## src/rtl/alu_pipe_if.sv

```systemverilog
// alu_pipe_if: command/result bundle for alu_pipe.
//   in_valid/in_ready       command handshake (opcode, acc_sel, A, B)
//   out_valid/out_ready     result handshake (C, ovf)
//   op_cnt                  running count of completed result handshakes
// Modports: slave = the ALU itself, master = command source / result consumer.
interface alu_pipe_if #(
  parameter int WIDTH = 4,
  parameter int CNT_W = 8
);
  logic             in_valid;
  logic             in_ready;
  logic [1:0]       opcode;
  logic             acc_sel;
  logic [WIDTH-1:0] A;
  logic [WIDTH-1:0] B;
  logic             out_valid;
  logic             out_ready;
  logic [WIDTH:0]   C;
  logic             ovf;
  logic [CNT_W-1:0] op_cnt;

  modport slave (
    input  in_valid, opcode, acc_sel, A, B, out_ready,
    output in_ready, out_valid, C, ovf, op_cnt
  );

  modport master (
    output in_valid, opcode, acc_sel, A, B, out_ready,
    input  in_ready, out_valid, C, ovf, op_cnt
  );
endinterface

```

## src/rtl/alu_pipe.sv

```systemverilog
// alu_pipe: two-stage pipelined signed ALU (ADD/SUB/XOR/OR) with optional
// accumulation into a running result register.
//   clk   rising-edge clock
//   rst   synchronous, active-low reset
//   bus   alu_pipe_if.slave: command handshake in, result handshake out,
//         completed-operation counter
// Stage S1 holds the accepted command; stage S2 holds the result. The
// accumulator is rewritten on every S2 load, so back-to-back accumulate
// commands always see the immediately preceding result without stalling.
module alu_pipe #(
  parameter int WIDTH  = 4,
  parameter int SAT_EN = 0,
  parameter int CNT_W  = 8
) (
  input logic         clk,
  input logic         rst,
  alu_pipe_if.slave   bus
);
  localparam int RW = WIDTH + 1;
  localparam int EW = WIDTH + 2;
  localparam logic [RW-1:0] SAT_MAX = {1'b0, {WIDTH{1'b1}}};
  localparam logic [RW-1:0] SAT_MIN = {1'b1, {WIDTH{1'b0}}};

  logic             s1_valid;
  logic [1:0]       s1_op;
  logic             s1_acc;
  logic [WIDTH-1:0] s1_a;
  logic [WIDTH-1:0] s1_b;

  logic             out_valid_q;
  logic [RW-1:0]    c_q;
  logic             ovf_q;
  logic [RW-1:0]    acc_q;
  logic [CNT_W-1:0] cnt_q;

  logic             s1_adv;
  logic             in_hs;
  logic             out_hs;

  logic [RW-1:0]    x;
  logic [RW-1:0]    b_ext;
  logic [EW-1:0]    full;
  logic [RW-1:0]    res_c;
  logic             res_ovf;

  assign s1_adv       = s1_valid && (!out_valid_q || bus.out_ready);
  assign bus.in_ready = rst && (!s1_valid || s1_adv);
  assign in_hs        = bus.in_valid && bus.in_ready;
  assign out_hs       = out_valid_q && bus.out_ready;

  assign bus.out_valid = out_valid_q;
  assign bus.C         = c_q;
  assign bus.ovf       = ovf_q;
  assign bus.op_cnt    = cnt_q;

  always_comb begin
    x       = s1_acc ? acc_q : {s1_a[WIDTH-1], s1_a};
    b_ext   = {s1_b[WIDTH-1], s1_b};
    full    = '0;
    res_c   = '0;
    res_ovf = 1'b0;
    case (s1_op)
      2'd0:    full = {x[RW-1], x} + {b_ext[RW-1], b_ext};
      2'd1:    full = {x[RW-1], x} - {b_ext[RW-1], b_ext};
      default: full = '0;
    endcase
    if (s1_op == 2'd2) begin
      res_c = x ^ b_ext;
    end else if (s1_op == 2'd3) begin
      res_c = x | b_ext;
    end else if (full[EW-1] != full[EW-2]) begin
      // Top two bits disagree: the sum does not fit in RW signed bits.
      res_ovf = 1'b1;
      if (SAT_EN != 0) begin
        res_c = full[EW-1] ? SAT_MIN : SAT_MAX;
      end else begin
        res_c = full[RW-1:0];
      end
    end else begin
      res_c = full[RW-1:0];
    end
  end

  always_ff @(posedge clk) begin
    if (!rst) begin
      s1_valid    <= 1'b0;
      s1_op       <= '0;
      s1_acc      <= 1'b0;
      s1_a        <= '0;
      s1_b        <= '0;
      out_valid_q <= 1'b0;
      c_q         <= '0;
      ovf_q       <= 1'b0;
      acc_q       <= '0;
      cnt_q       <= '0;
    end else begin
      if (in_hs) begin
        s1_op  <= bus.opcode;
        s1_acc <= bus.acc_sel;
        s1_a   <= bus.A;
        s1_b   <= bus.B;
      end

      if (in_hs) begin
        s1_valid <= 1'b1;
      end else if (s1_adv) begin
        s1_valid <= 1'b0;
      end

      if (s1_adv) begin
        c_q         <= res_c;
        ovf_q       <= res_ovf;
        out_valid_q <= 1'b1;
        acc_q       <= res_c;
      end else if (out_hs) begin
        out_valid_q <= 1'b0;
      end

      if (out_hs) begin
        cnt_q <= cnt_q + CNT_W'(1);
      end
    end
  end
endmodule

```

## src/flat_wrapper.sv

```systemverilog
// flat-port wrapper written by rule: the top's interface ports become plain ports
module alu_pipe_flat 
#(
  parameter int WIDTH  = 4,
  parameter int SAT_EN = 0,
  parameter int CNT_W  = 8
)
  (clk, rst, bus_in_valid, bus_opcode, bus_acc_sel, bus_A, bus_B, bus_out_ready, bus_in_ready, bus_out_valid, bus_C, bus_ovf, bus_op_cnt);
  alu_pipe_if #(.WIDTH(WIDTH), .CNT_W(CNT_W)) bus_i ();
  input logic clk;
  input logic rst;
  input wire logic [$bits(bus_i.in_valid)-1:0] bus_in_valid;
  input wire logic [$bits(bus_i.opcode)-1:0] bus_opcode;
  input wire logic [$bits(bus_i.acc_sel)-1:0] bus_acc_sel;
  input wire logic [$bits(bus_i.A)-1:0] bus_A;
  input wire logic [$bits(bus_i.B)-1:0] bus_B;
  input wire logic [$bits(bus_i.out_ready)-1:0] bus_out_ready;
  output wire logic [$bits(bus_i.in_ready)-1:0] bus_in_ready;
  output wire logic [$bits(bus_i.out_valid)-1:0] bus_out_valid;
  output wire logic [$bits(bus_i.C)-1:0] bus_C;
  output wire logic [$bits(bus_i.ovf)-1:0] bus_ovf;
  output wire logic [$bits(bus_i.op_cnt)-1:0] bus_op_cnt;
  assign bus_i.in_valid = bus_in_valid;
  assign bus_i.opcode = bus_opcode;
  assign bus_i.acc_sel = bus_acc_sel;
  assign bus_i.A = bus_A;
  assign bus_i.B = bus_B;
  assign bus_i.out_ready = bus_out_ready;
  assign bus_in_ready = bus_i.in_ready;
  assign bus_out_valid = bus_i.out_valid;
  assign bus_C = bus_i.C;
  assign bus_ovf = bus_i.ovf;
  assign bus_op_cnt = bus_i.op_cnt;
  alu_pipe #(.WIDTH(WIDTH), .SAT_EN(SAT_EN), .CNT_W(CNT_W)) u_core (.clk(clk), .rst(rst), .bus(bus_i));
endmodule
```

## config.mk

```make
export PLATFORM = sky130hd
export DESIGN_NAME = alu_pipe_flat
export DESIGN_NICKNAME = d
export VERILOG_FILES = /design/src/rtl/alu_pipe_if.sv /design/src/rtl/alu_pipe.sv /design/src/flat_wrapper.sv
export SDC_FILE = /design/constraint.sdc
export NUM_CORES = 1
export LEC_CHECK = 0
export CORE_UTILIZATION = 34
export CTS_CLUSTER_DIAMETER = 120
export DETAILED_ROUTE_END_ITERATION = 10
export PLACE_DENSITY = 0.61
export SYNTH_ARGS = -nofsm -noshare
export SYNTH_HDL_FRONTEND = slang
export SYNTH_SLANG_ARGS = --single-unit
```

## constraint.sdc

```tcl
create_clock -name clk -period 2.95 [get_ports clk]
set_input_delay 0.4425 -clock clk [delete_from_list [all_inputs] [get_ports clk]]
set_output_delay 0.4425 -clock clk [all_outputs]
set_load 0.005 [all_outputs]
```

; After elaboration in Yosys (flattened, before gate mapping)
; Cells that the tools add are included.
[op_classes]
shift = 0
mux = 11
n_div = 0
eq_ne = 4
multipliers = 0
n_lt_le_gt_ge = 0
bitwise_logic = 2
reduce_logical = 11
addsub = 3
[op_table]
columns = cell, count
row1 = 2-to-1 mux 5 bit, 3
row2 = case mux 6 bit (2 select lines), 1
row3 = "adder 8 x 1 -> 8 bit, second input constant", 1
row4 = 2-to-1 mux 1 bit, 7
row5 = adder 5 x 4 -> 6 bit, 1
row6 = subtractor 5 x 4 -> 6 bit, 1
row7 = OR 5 bit, 1
row8 = XOR 5 bit, 1
row9 = "== test 2 bit, second input constant", 2
row10 = logical AND 1 bit, 4
row11 = nonzero test 2 bit, 2
row12 = "== test 2 x 1 -> 1 bit, second input constant", 1
row13 = zero test 1 bit, 2
row14 = zero test 2 bit, 1
row15 = logical OR 1 bit, 2
row16 = != test 1 bit, 1
[word_totals]
out_inout_bits = 16
latchBits = 0
ramBits = 0
n_memories = 0
mem_bits_ro = 0
register_bits = 27
in_bits = 15

; Logic depth before layout (Yosys ltp)
; Gate-level depths: netlist (run 1).
[depth]
word_depth = 7
mapped_depth = 13
mapped_depth_nobuf = 11

; Worst setup path before layout (run 1)
; OpenSTA, ideal clock, no wires.
[synth_path]
path_kind = register -> register
from = reg u_core.s1_op[0]
to = reg u_core.ovf_q (netlist: u_core.bus.ovf)
slack_ns = 0.309
arrival_time_ns = 2.519
setup_ns = 0.122
stages_incl_launch_ff = 12
n_path_buf = 2
path_cell_list = dfxtp_1 -> buf_6 -> and2b_1 -> buf_4 -> mux2i_1 -> fa_1 -> a21o_1 -> a21oi_2 -> xnor2_2 -> xnor3_1 -> nor4b_4 -> a311o_1
[synth_between]
elab_chain_cells = 6
elab_cells_between_ends = 9
cone_classes = eq/ne (4) / mux (4) / reduce/logical (1)
[synth_lines]
columns = item, line_no
row1 = start: declaration, alu_pipe.sv:25  ; logic [1:0] s1_op;
row2 = start signal: assignment, alu_pipe.sv:98  ; s1_op <= bus.opcode;
row3 = == test 2 x 1 -> 1 bit or zero test 2 bit (tied branches), alu_pipe.sv:62  ; case (s1_op)
row4 = case mux 6 bit (2 select lines), alu_pipe.sv:62
row5 = != test 1 bit, alu_pipe.sv:71  ; end else if (full[EW-1] != full[EW-2]) begin
row6 = 2-to-1 mux 1 bit, alu_pipe.sv:71
row7 = 2-to-1 mux 1 bit, alu_pipe.sv:69  ; end else if (s1_op == 2'd3) begin
row8 = 2-to-1 mux 1 bit (*), alu_pipe.sv:67  ; if (s1_op == 2'd2) begin
row9 = end signal: assignment, alu_pipe.sv:112  ; ovf_q <= res_ovf;
row10 = end: declaration, alu_pipe.sv:32  ; logic ovf_q;
; Mark *: on every way between the ends. The rest lies on a longest branch, timed or not.
; A chain may end at the register's enable or synchronous reset.

; Worst setup path in the final report (run 1)
[layout_path]
from = reg u_core.s1_b[0]
to = reg u_core.ovf_q (netlist: u_core.bus.ovf)
[layout_between]
elab_chain_cells = 6
elab_cells_between_ends = 7
cone_classes = add/sub (2) / eq/ne (1) / mux (4)
[layout_lines]
columns = item, line_no
row1 = start: declaration, alu_pipe.sv:28  ; logic [WIDTH-1:0] s1_b;
row2 = start signal: assignment, alu_pipe.sv:101  ; s1_b <= bus.B;
row3 = subtractor 5 x 4 -> 6 bit or adder 5 x 4 -> 6 bit (tied branches), "alu_pipe.sv:64, alu_pipe.sv:63"
row4 = case mux 6 bit (2 select lines) (*), alu_pipe.sv:62
row5 = != test 1 bit (*), alu_pipe.sv:71
row6 = 2-to-1 mux 1 bit (*), alu_pipe.sv:71
row7 = 2-to-1 mux 1 bit (*), alu_pipe.sv:69
row8 = 2-to-1 mux 1 bit (*), alu_pipe.sv:67
; Marked as above.

==> impl_metrics.env, run 1 <==
export IMPL_fmax_ghz=0.371
export IMPL_ios=31
export IMPL_drc=0
export IMPL_dpl_hpwl_mm=2.58
export IMPL_min_period_ns=2.69
export IMPL_slew_headroom_pct=65.1
export IMPL_hold_depth=2
export IMPL_cts_num_sinks=27
export IMPL_yosys_cell_types_count=37
export IMPL_regArea_um2=541
export IMPL_nets=247
export IMPL_synth_compound_area_share_pct=12.2
export IMPL_clock_latency_ns=0.27
export IMPL_worstPathRequired_ns=3.12
export IMPL_die_h_um=71.0
export IMPL_clk_pin_slew_ns=0.10
export IMPL_yosys_area_share_simple_pct=24.6
export IMPL_rows=24
export IMPL_final_setup_worst_slack_ns=0.256
export IMPL_rsz0062_at_grt="no"
export IMPL_clk_path_buf_depth=2
export IMPL_grt_pass1_wl_mm=5.94
export IMPL_synth_top_flop_cell="dfxtp_1"
export IMPL_hold_viol=0
export IMPL_n_antenna_cell=0
export IMPL_hold_path_class="reg2reg"
export IMPL_core_um2=4470
export IMPL_gp_congestion=0.815
export IMPL_critPathLaunchType="flip-flop"
export IMPL_synthAdderAreaFrac_pct=10.5
export IMPL_wl_mm=3.38
export IMPL_async_flop_share_pct=0
export IMPL_vias=1307
export IMPL_reg2reg_depth=10
export IMPL_ys_warn_count=0
export IMPL_place_area_um2=1960
export IMPL_synthXorXnorAreaFrac_pct=6.18
export IMPL_grt_overflow=0
export IMPL_cts_root_buffer="clkbuf_8"
export IMPL_wl_per_cell_um=12.5
export IMPL_ir_drop_v=0.000236
export IMPL_port_buffers=30
export IMPL_slowest_delay_ns=0.46
export IMPL_drv_slew=0
export IMPL_grt_use_total_pct=15.1
export IMPL_yosys_top_cells_count="34 x nand2_1, 27 x dfxtp_1, 13 x inv_1"
export IMPL_ant_nets=0
export IMPL_cts_tree="built"
export IMPL_netlist_area_um2=1620
export IMPL_tns_ns=0
export IMPL_p_leak_uw=0.000859
export IMPL_htree_levels=1
export IMPL_synth_most_common_cell="nand2_1"
export IMPL_cts_buffers=3
export IMPL_setup_worst_path_class="reg2reg"
export IMPL_synth_largest_area_cell="dfxtp_1"
export IMPL_multi_input_area_um2=978
export IMPL_ctsResizeCount=0
export IMPL_synth_seq_cells=27
export IMPL_area_growth_syn_to_layout_pct=23.9
export IMPL_start_util_pct=36.2
export IMPL_dr_pass1_iters=6
export IMPL_grt_max_degree=29
export IMPL_min_period_over_period_pct=91.3
export IMPL_seq_area_frac_synth_pct=33.4
export IMPL_arrival_ns=2.87
export IMPL_grt_pass1_vias=1265
export IMPL_slowest_stage="fa_1"
export IMPL_postCtsHoldBufs=0
export IMPL_fillers=443
export IMPL_syn_instance_count=189
export IMPL_maxCapViolCount=0
export IMPL_routed_via_density=4.84
export IMPL_drive_gt1_share_pct=5.05
export IMPL_synth_edf_count=0
export IMPL_fp_dieW_um=71.0
export IMPL_tightest_slew_ns=0.523
export IMPL_finalNonFillerCells=270
export IMPL_crit_chain="inv_1 > ha_1 > mux2i_1 > fa_1 > a21o_1 > a21oi_2 > xnor2_2 > xnor3_1 > nor4b_4 > a311o_1"
export IMPL_antenna_found_initial=0
export IMPL_setup_viol_count_final=0
export IMPL_fin_area_um2=2010
export IMPL_outcome="completed"
export IMPL_synth_top_cell_area_share_pct=33.4
export IMPL_synthTopCellsByArea="dfxtp_1 33%, ha_1 9.3%, nand2_1 7.9%"
export IMPL_cp_top_family="adder cells"
export IMPL_synthMuxAreaShare_pct=6.95
export IMPL_synth_avg_cell_area_um2=8.57
export IMPL_drtIter0Drc=33
export IMPL_cts_setup_buffers=0
export IMPL_dieArea_um2=5050
export IMPL_cp_depth=10
export IMPL_pre_cts_ws_ns=0.249
export IMPL_cp_end_kind="flip-flop"
export IMPL_crit_buf_inv=1
export IMPL_p_per_area_nw_per_um2=453
export IMPL_clock_skew_ns=0.00938
export IMPL_syn_nets=217
export IMPL_path_max_fanout=4
export IMPL_place_inst=266
export IMPL_synth_top_family_by_area="simple AND/OR/NAND/NOR gates"
==> registers in the layout (all words and copies together) (netlist names) <==
register              count
u_core.bus.out_valid      1
u_core.s1_a               4
u_core.bus.ovf            1
u_core.acc_q              5
u_core.bus.op_cnt         8
u_core.s1_valid           1
u_core.s1_op              2
u_core.s1_acc             1
u_core.s1_b               4
==> worst register-to-register path, stage by stage, from the launching register on <==
cell     delay (ns)
dfxtp_1        0.38
inv_1          0.09
ha_1           0.28
mux2i_1        0.10
fa_1           0.46
a21o_1         0.19
a21oi_2        0.17
xnor2_2        0.14
xnor3_1        0.35
nor4b_4        0.14
a311o_1        0.30
==> power by group <==
part	switching, uW	leakage, uW	internal (uW)	total, uW
Sequential	20.1	0.000221	388	408
Combinational	132	0.000615	159	290
Clock	114	0.0000228	96.7	211
==> per-layer routing <==
metal / part of all wire [%] / track usage (%) / wire length, um / vias up
li1: - / - / - / 700
met1: 54 / 20.9 / 1820 / 586
met2: 43 / 23.9 / 1450 / 19
met3: 2.2 / 2.99 / 73 / 2
met4: 1.0 / 4.67 / 34 / 0
met5: 0 / 0 / 0 / -
==> logic make-up after synthesis <==
group                    after synthesis
AO/OA/AOI/OAI                         28
XOR/XNOR                               9
adder cells (fa/ha/maj)               13
buffers and inverters                 22
flip-flops                            27
multiplexers                          10
AND/OR/NAND/NOR                       80
==> through the flow <==
step / power, uW / util [%] / hold WS, ns
6_report: 909 / 44.9 / 0.457
2_1_floorplan: 628 / - / 0.433
5_1_grt: 978 / 44.9 / 0.477
3_5_place_dp: 710 / 43.9 / 0.450
3_3_place_gp: 707 / 43.9 / 0.445
4_1_cts: 926 / 44.9 / 0.464
==> area by class of cell <==
| class | count | area share, % |
|---|---|---|
| Tap cell | 52 | 3.24 |
| Multi-Input combinational cell | 140 | 48.7 |
| Sequential cell | 27 | 26.9 |
| Timing Repair Buffer | 34 | 16.4 |
| Clock buffer | 4 | 2.24 |
| Inverter | 13 | 2.43 |
==> placed cells by master, fill, tap and decap left out, drive strengths merged, types with 3 or more instances in the layout <==
cell type / Yosys / routed
a211oi: 4 / 4
a21boi: 5 / 5
a21oi: 7 / 7
and2: 7 / 7
buf: 3 / 4
clkbuf: 6 / 4
clkdlybuf4s50: 0 / 30
dfxtp: 27 / 27
ha: 12 / 12
inv: 13 / 13
mux2i: 10 / 10
nand2: 34 / 34
nand2b: 3 / 3
nand3: 11 / 11
nand4: 3 / 3
nor2: 8 / 8
nor2b: 5 / 5
nor3: 3 / 3
o21ai: 3 / 3
xnor2: 7 / 7
==> path summary, 6_finish.rpt <==
path	slack, ns	start	to
max reg2reg	0.26	u_core.s1_b[0]	u_core.bus.ovf
max	0.26	u_core.s1_b[0]	u_core.bus.ovf
min	0.46	u_core.s1_a[2]	u_core.s1_a[2]
min reg2reg	0.46	u_core.s1_a[2]	u_core.s1_a[2]
Power figures use the tool's default switching activity.
==> run 2, diff against run 1 <==
- CORE_MARGIN: default -> 3
- CORE_UTILIZATION: 34 -> 47
- PLACE_DENSITY: 0.61 -> 0.78
==> impl_metrics.env, run 2 (synthesis results as in run 1) <==
export IMPL_fillers=288
export IMPL_hold_depth=2
export IMPL_fmax_ghz=0.367
export IMPL_fp_dieW_um=64.7
export IMPL_wl_per_cell_um=12.1
export IMPL_tightest_slew_ns=0.490
export IMPL_gp_congestion=0.839
export IMPL_wl_met1_mm=1.52
export IMPL_grt_use_total_pct=17.2
export IMPL_rows=20
export IMPL_reg2reg_depth=10
export IMPL_finalNonFillerCells=262
export IMPL_ir_drop_v=0.000215
export IMPL_setup_worst_path_class="reg2reg"
export IMPL_drv_slew=0
export IMPL_largest_reg_flops=8
export IMPL_multi_input_area_um2=978
export IMPL_cts_setup_buffers=0
export IMPL_rsz0062_at_grt="no"
export IMPL_grt_pass1_wl_mm=5.70
export IMPL_grt_pass1_vias=1333
export IMPL_ios=31
export IMPL_clock_skew_ns=0.00700
export IMPL_path_max_fanout=3
export IMPL_dr_wl_met2_mm=1.46
export IMPL_wl_met3_um=114
export IMPL_htree_levels=1
export IMPL_postCtsHoldBufs=0
export IMPL_routed_via_density=5.05
export IMPL_antenna_found_initial=0
export IMPL_cts_buffers=3
export IMPL_area_growth_syn_to_layout_pct=22.2
export IMPL_maxCapViolCount=0
export IMPL_ctsResizeCount=0
export IMPL_vias=1324
export IMPL_cts_num_sinks=27
export IMPL_n_antenna_cell=0
export IMPL_min_period_ns=2.73
export IMPL_drtIter0Drc=48
export IMPL_place_inst=258
export IMPL_hold_viol=0
export IMPL_p_per_area_nw_per_um2=438
export IMPL_core_um2=3180
export IMPL_drive_gt1_share_pct=5.50
export IMPL_p_leak_uw=0.000854
export IMPL_hold_path_class="reg2reg"
export IMPL_cts_root_buffer="clkbuf_4"
export IMPL_wl_mm=3.18
export IMPL_die_h_um=64.7
export IMPL_grt_max_degree=29
export IMPL_start_util_pct=51.0
export IMPL_clk_pin_slew_ns=0.15
export IMPL_dieArea_um2=4190
export IMPL_clock_latency_ns=0.34
export IMPL_worstPathRequired_ns=3.20
export IMPL_pre_cts_ws_ns=0.249
export IMPL_drc=0
export IMPL_grt_overflow=0
export IMPL_arrival_ns=2.98
export IMPL_regArea_um2=541
export IMPL_slew_headroom_pct=67.2
export IMPL_min_period_over_period_pct=92.4
export IMPL_fin_util_pct=62.3
export IMPL_nets=247
export IMPL_clk_path_buf_depth=2
export IMPL_cp_end_kind="flip-flop"
export IMPL_final_cell_mix="34 x nand2_1, 30 x clkdlybuf4s50_1, 27 x dfxtp_1, 13 x inv_1, 12 x ha_1"
export IMPL_cts_tree="built"
export IMPL_final_setup_worst_slack_ns=0.225
export IMPL_critPathLaunchType="flip-flop"
export IMPL_mostFrequentLayoutCell="nand2_1"
export IMPL_dpl_hpwl_mm=2.49
export IMPL_top_layer="met4"
export IMPL_port_buffers=30
export IMPL_outcome="completed"
export IMPL_dr_pass1_iters=4
export IMPL_ant_nets=0
export IMPL_setup_viol_count_final=0
export IMPL_tns_ns=0
run 2: cell types whose count changed in the layout (fill, tap and decap cells not counted):
cell,before,now
clkbuf_4,0,3
clkbuf_8,3,0
clkbuf_1,1,0
clkinv_2,0,1
run 2: path summary, 6_finish.rpt:
check,start,end,slack [ns]
setup / recovery,u_core.s1_acc,u_core.bus.ovf,0.22
hold reg to reg,u_core.s1_a[0],u_core.s1_a[0],0.46
hold / removal,u_core.s1_a[0],u_core.s1_a[0],0.46
setup reg to reg,u_core.s1_acc,u_core.bus.ovf,0.22
run 2: stage by stage:
step	hold WS, ns	power, uW	area, um2
after floorplan	0.433	628	1620
after global placement	0.448	702	1950
after detailed placement	0.446	709	1950
after CTS	0.467	876	1980
after global routing	0.488	923	1980
final	0.462	867	1980
run 2: where the power goes:
group	internal, uW	switching [uW]	total [uW]
combinational	159	132	291
clock	51.1	116	167
sequential	388	20.2	408
run 2: final cells by class:
type                    count  share of cell area, %
inverters                  13                   2.46
flip-flops and latches     27                   27.3
multi-input cells         140                   49.4
repair buffers             34                   16.7
well taps                  44                   2.78
clock inverters             1                  0.253
clock buffers               3                   1.14
run 2: worst max-delay path, stage by stage (launching register included):
cell	delay, ns
dfxtp_1	0.41
mux2i_1	0.26
ha_1	0.20
inv_1	0.05
fa_1	0.40
a21o_1	0.19
a21oi_2	0.17
xnor2_2	0.14
xnor3_1	0.36
nor4b_4	0.15
a311o_1	0.30
run 2: layer usage:
layer	global-route usage [%]	vias to the layer above
met2	28.1	34
li1	-	697
met4	8.71	0
met3	2.95	9
met5	0	-
met1	21.7	584
==> run 3, diff against run 2 <==
- CAP_MARGIN: default -> 20
==> results of run 3 <==
Final layout, timing and power as in run 2 (identical DEF).
